**src/rtl/pc_redirect_unit.sv**
```systemverilog
// Fetch-stage next-PC arbiter and PC register: picks trap / branch / jump / sequential,
// generates per-stage flush masks and holds redirects that arrive during a fetch stall.
module pc_redirect_unit #(
  parameter int unsigned     XLEN         = 32,
  parameter logic [XLEN-1:0] RESET_VECTOR = XLEN'(32'h0000_0000),
  parameter logic [XLEN-1:0] TRAP_VECTOR  = XLEN'(32'h0000_0100),
  parameter int unsigned     FLUSH_DEPTH  = 3,
  parameter int unsigned     CNT_W        = 16
) (
  input  logic                   clk,
  input  logic                   rst_n,
  input  logic                   stall,
  input  logic                   branch_taken,
  input  logic [XLEN-1:0]        branch_target,
  input  logic                   jump,
  input  logic [XLEN-1:0]        jump_target,
  input  logic                   trap,
  output logic [XLEN-1:0]        pc_out,
  output logic [XLEN-1:0]        pc_plus4,
  output logic [FLUSH_DEPTH-1:0] flush,
  output logic                   redirect,
  output logic                   misalign_err,
  output logic [CNT_W-1:0]       redirect_count
);

  localparam logic [FLUSH_DEPTH-1:0] FLUSH_NONE = '0;
  localparam logic [FLUSH_DEPTH-1:0] FLUSH_ALL  = '1;
  localparam logic [FLUSH_DEPTH-1:0] FLUSH_BR   = FLUSH_DEPTH'(2'b11);
  localparam logic [FLUSH_DEPTH-1:0] FLUSH_JMP  = FLUSH_DEPTH'(1'b1);
  localparam logic [XLEN-1:0]        PC_STEP    = XLEN'(4);
  localparam logic [CNT_W-1:0]       CNT_MAX    = '1;
  localparam logic [CNT_W-1:0]       CNT_ONE    = CNT_W'(1);

  typedef enum logic {
    ST_RUN  = 1'b0,
    ST_HOLD = 1'b1
  } state_e;

  typedef enum logic [1:0] {
    SRC_SEQ    = 2'd0,
    SRC_JUMP   = 2'd1,
    SRC_BRANCH = 2'd2,
    SRC_TRAP   = 2'd3
  } src_e;

  state_e            state_q, state_d;
  logic [XLEN-1:0]   pc_q, pc_d;
  logic [XLEN-1:0]   pending_q, pending_d;
  logic [CNT_W-1:0]  cnt_q, cnt_d;

  src_e                  src_c;
  logic [XLEN-1:0]       target_c;
  logic                  misalign_c;
  logic                  accept_c;
  logic [FLUSH_DEPTH-1:0] mask_c;

  // Source arbitration; a misaligned branch/jump target is promoted to a trap.
  always_comb begin
    src_c      = SRC_SEQ;
    target_c   = TRAP_VECTOR;
    misalign_c = 1'b0;
    mask_c     = FLUSH_NONE;
    if (trap) begin
      src_c  = SRC_TRAP;
      mask_c = FLUSH_ALL;
    end else if (branch_taken) begin
      if (branch_target[1:0] != 2'b00) begin
        src_c      = SRC_TRAP;
        misalign_c = 1'b1;
        mask_c     = FLUSH_ALL;
      end else begin
        src_c    = SRC_BRANCH;
        target_c = branch_target;
        mask_c   = FLUSH_BR;
      end
    end else if (jump) begin
      if (jump_target[1:0] != 2'b00) begin
        src_c      = SRC_TRAP;
        misalign_c = 1'b1;
        mask_c     = FLUSH_ALL;
      end else begin
        src_c    = SRC_JUMP;
        target_c = jump_target;
        mask_c   = FLUSH_JMP;
      end
    end
  end

  // While holding, plain branches/jumps are wrong-path; only trap-class sources are taken.
  always_comb begin
    accept_c = 1'b0;
    if (rst_n) begin
      if (state_q == ST_RUN) accept_c = (src_c != SRC_SEQ);
      else                   accept_c = (src_c == SRC_TRAP);
    end
  end

  assign flush        = accept_c ? mask_c : FLUSH_NONE;
  assign redirect     = accept_c;
  assign misalign_err = accept_c & misalign_c;

  // Next-state / next-PC logic.
  always_comb begin
    state_d   = state_q;
    pc_d      = pc_q;
    pending_d = pending_q;
    cnt_d     = cnt_q;
    unique case (state_q)
      ST_RUN: begin
        if (accept_c) begin
          if (stall) begin
            pending_d = target_c;
            state_d   = ST_HOLD;
          end else begin
            pc_d = target_c;
          end
        end else if (!stall) begin
          pc_d = pc_q + PC_STEP;
        end
      end
      ST_HOLD: begin
        if (accept_c) pending_d = TRAP_VECTOR;
        if (!stall) begin
          pc_d    = accept_c ? TRAP_VECTOR : pending_q;
          state_d = ST_RUN;
        end
      end
      default: state_d = ST_RUN;
    endcase
    if (accept_c && (cnt_q != CNT_MAX)) cnt_d = cnt_q + CNT_ONE;
  end

  always_ff @(posedge clk or negedge rst_n) begin
    if (!rst_n) begin
      state_q   <= ST_RUN;
      pc_q      <= RESET_VECTOR;
      pending_q <= '0;
      cnt_q     <= '0;
    end else begin
      state_q   <= state_d;
      pc_q      <= pc_d;
      pending_q <= pending_d;
      cnt_q     <= cnt_d;
    end
  end

  assign pc_out         = pc_q;
  assign pc_plus4       = pc_q + PC_STEP;
  assign redirect_count = cnt_q;

endmodule

```
**config.mk**
```make
export PLATFORM = sky130hd
export DESIGN_NAME = pc_redirect_unit
export DESIGN_NICKNAME = d
export VERILOG_FILES = /design/src/rtl/pc_redirect_unit.sv
export SDC_FILE = /design/constraint.sdc
export NUM_CORES = 1
export LEC_CHECK = 0
export CAP_MARGIN = 10
export CORE_UTILIZATION = 51
export DETAILED_ROUTE_END_ITERATION = 8
export GPL_ROUTABILITY_DRIVEN = 0
export GPL_TIMING_DRIVEN = 0
export PLACE_DENSITY = 0.95
export REMOVE_ABC_BUFFERS = 1
export SLEW_MARGIN = 20
export SYNTH_ARGS = -nofsm -noshare
export SYNTH_HDL_FRONTEND = slang
export SYNTH_SLANG_ARGS = --single-unit
```
**constraint.sdc**
```tcl
create_clock -name clk -period 6.4 [get_ports clk]
set_clock_uncertainty 0.1 [all_clocks]
set_input_delay 1.28 -clock clk [delete_from_list [all_inputs] [get_ports clk]]
set_output_delay 1.28 -clock clk [all_outputs]
set_load 0.005 [all_outputs]
```
==> results of run 1 <==
==> worst max path at each step <==
stage | from | to | slack, ps | depth (start not counted)
6_report | branch_taken | redirect | 410 | 6
3_5_place_dp | branch_taken | redirect | 540 | 6
2_1_floorplan | jump_target[1] | pc_out[12] | 1640 | 4
3_3_place_gp | rst_n | pending_q[25] | -3590 | 4
5_1_grt | branch_taken | redirect | 330 | 6
4_1_cts | branch_taken | redirect | 520 | 6
==> metrics by stage <==
step	cell area (µm²)	setup TNS (ps)
final	6837	0
after CTS	6837	0
after detailed placement	6654	0
after global routing	6837	0
after floorplan	4798	0
after global placement	6501	-164910
==> worst register-to-register path, delay by kind of cell (launching register included) <==
kind,cells,cell delay (ps)
AO/OA/AOI/OAI,4,1120
flip-flops,1,610
buffers and inverters,2,1000
AND/OR/NAND/NOR,1,590
==> flip-flops by register name, summed over array words and instances (netlist names) <==
name and count:
pc_out 32, pending_q 32, redirect_count 16, state_q 1
==> final cells by class <==
cell class              instances  area share
multi-input cells             405      0.4041
inverters                      15    0.008236
clock inverters                 4    0.006589
flip-flops and latches         81      0.2965
clock buffers                  10     0.02013
well taps                     129     0.02361
repair buffers                162      0.2408
==> cells in the mapped netlist (all sizes together), types with 14 or more instances <==
cell type / n
a22o: 30
clkbuf: 26
o21ai: 16
nor2: 50
buf: 14
dfrtp: 81
inv: 14
nand2: 29
xnor2: 22
a21oi: 18
nand4: 14
a22oi: 30
nand3: 19
==> cells by family after synthesis <==
family	count (synthesis)	share of synthesized area
flops	81	0.4073
compound gates	183	0.2799
mux	4	0.008800
buf+inv	55	0.04702
simple gates	185	0.1974
xor+xnor	31	0.05456
fa+ha+maj	2	0.005028
==> routing by layer <==
metal	vias to the layer above	share of wire	GRT usage
met2	335	0.49	0.5522
met4	0	0.028	0.1293
met3	48	0.093	0.06311
li1	2320	-	-
met5	-	0	0
met1	2539	0.39	0.4001
==> power by group <==
part | switching (mW) | total (mW) | internal [mW]
clock | 0.184 | 0.369 | 0.185
combinational | 0.205 | 0.479 | 0.274
sequential | 0.0871 | 0.655 | 0.568
==> summary.md, run 1 <==
| Metric | Value |
|---|---|
| Highest ir drop seen on vdd | 0.0001067 V |
| Initial drt markers | 527 |
| RSZ-0062 raised after global routing | false |
| Sequential cell area in the final layout | 0.002027 mm² |
| Total power of the final layout | 1.503 mW |
| Total number of placement rows | 35 |
| Critical path endpoint category | output port |
| Most frequent standard cell in the layout excluding fill and tap cells | sky130_fd_sc_hd__clkdlybuf4s50_1 |
| Outcome | finished, final reports clean |
| Maximum fanout along the worst path | 34 |
| Total standard cell area after synthesis | 0.004976 mm² |
| Wire length of the first global-routing pass | 25.81 mm |
| Flop and latch count out of synthesis | 81 |
| Number of setup buffers added after CTS | 0 |
| Data arrival time at the worst-slack endpoint | 4610 ps |
| Count of cells along the worst hold path | 1 |
| Number of warnings issued by yosys | 0 |
| Count of maximum capacitance violations | 0 |
| All-layer global routing usage | 0.3223 |
| Reg-to-reg endpoint | pending_q[20] |
| Number of buffers on the longest clock path | 2 |
| Post-cts repair resize count | 0 |
| Worst relative slew slack | 0.3386 |
| Area of the multi-input gates | 0.002763 mm² |
| Final hold violation count | 0 |
| Delay of the slowest cell on the worst path | 750 ps |
| Mean cell area of the mapped netlist | 9.198 µm² |
| Leakage power summed over all cells | 2.670 nW |
| Clock slew seen by the registers of the worst setup and hold paths | 70 ps |
| Commonest register cell after synthesis | sky130_fd_sc_hd__dfrtp_1 |
| Launch instance of the worst register-to-register path | state_q |
| Worst min-delay path class | reg2reg |
| Total Nets Final | 746 |
| Cell with the most instances on the worst path | sky130_fd_sc_hd__clkdlybuf4s50_1 |
| Hold buffer count at cts | 0 |
| Placeable core region | 0.009328 mm² |
| Area grow syn2layout | 37.39% |
| Share of final-layout standard cells stronger than drive strength 1 | 0.07976 |
| Pin count of the biggest net entering global routing | 62 |
| Vias after detailed routing | 5242 |
| Pre-antenna DRT Iters | 5 |
| Number of flops mapped to enable cells by yosys | 0 |
| Async SR Flop Fraction | 1.000 |
| DRC violations left | 0 |
| Worst hold path startpoint | pending_q[25] |
| Routed Wire Length | 15.97 mm |
| Max-slew violation count | 0 |
| Number of antenna violations at the first check in global routing | 0 |
| Fin cells | 806 |
| Via count of the first global-routing pass | 5245 |
| CTS tree | yes |
| Startpoint class of the critical path | input pin |
| Min Tclk post-route | 5985 ps |
| Top-Level Pins | 155 |
| Gate count of the mapped netlist | 541 |
| Type of the worst setup path | in2out |
| Root buffer selected by CTS | sky130_fd_sc_hd__clkbuf_8 |
| Utilization after layout | 0.7329 |
| Setup slack of the worst register-to-register path | 2860 ps |
| Die Footprint | 0.01016 mm² |
| Largest cells by area after synthesis | sky130_fd_sc_hd__dfrtp_1, sky130_fd_sc_hd__a22o_1, sky130_fd_sc_hd__a22oi_1 |
| Slew of the pin with the lowest slew margin | 983.1 ps |
| Tcrit/Tclk final | 0.9352 |
| Routed Antenna Nets | 0 |
| Per-cell routed wire length | 19.81 µm |
| Ratio of total power to cell area | 219.8 mW/mm² |
| Critical path's top delay family | buffers and inverters |
| DIE WIDTH | 100.8 µm |
| Number of fillers in the final layout | 683 |
| Yosys cell types | 68 |
| Port Buffers | 154 |
| CTS H-tree depth | 3 |
| Worst-Skew Late Latency | 350 ps |
| Combined buffer and inverter count along the critical path | 3 |
| Share of the yosys chip area belonging to registers | 0.4073 |
| Placed cell count | 792 |
| Remaining Overflow, GRT | 0 |
| Worst Setup Slack, final | 414.9 ps |
| Crit path required time | 5020 ps |
| Number of setup violations in the final report | 0 |
| Cell type with the highest aggregate area in the netlist | sky130_fd_sc_hd__dfrtp_1 |
| Fraction of synthesized cell area taken by the top area cell type | 0.4073 |
| Number of vias per cell | 6.504 |
| Post-place setup slack | 540.9 ps |
| Cell-by-cell listing of the critical path | clkdlybuf4s50_1 > nand2b_1 > o2111ai_1 > nand2_1 > inv_2 > clkdlybuf4s50_1 |
| Critical-path cell with the highest stage delay | sky130_fd_sc_hd__inv_2 |
| Placed wire-length estimate | 11.24 mm |
| CTS Buf Count | 9 |
| TritonCTS Sinks | 81 |
| Worst hold-check slack | 393.6 ps |
| Highest-count cells in the layout ignoring fill and taps | sky130_fd_sc_hd__clkdlybuf4s50_1, sky130_fd_sc_hd__dfrtp_1, sky130_fd_sc_hd__nor2_1 |
| Die extent in y | 100.8 µm |
| Initial Utilization | 0.5335 |
| Highest attainable clock frequency | 167.1 MHz |
| Worst min-delay path endpoint | pending_q[25] |
| Register-to-Register Path Depth | 7 |
| Antenna Diode Count | 0 |
(Power assumes the default switching activity.)
==> run 2, diff against run 1 <==
--- a/config.mk
+++ b/config.mk
@@ -5,7 +5,9 @@
 export SDC_FILE = /design/constraint.sdc
 export NUM_CORES = 1
 export LEC_CHECK = 0
+export ABC_AREA = 0
 export CAP_MARGIN = 10
+export CORE_MARGIN = 1
 export CORE_UTILIZATION = 51
 export DETAILED_ROUTE_END_ITERATION = 8
 export GPL_ROUTABILITY_DRIVEN = 0
==> results of run 2 <==
Same layout as run 1: the final DEF is identical, and so are final timing and power.
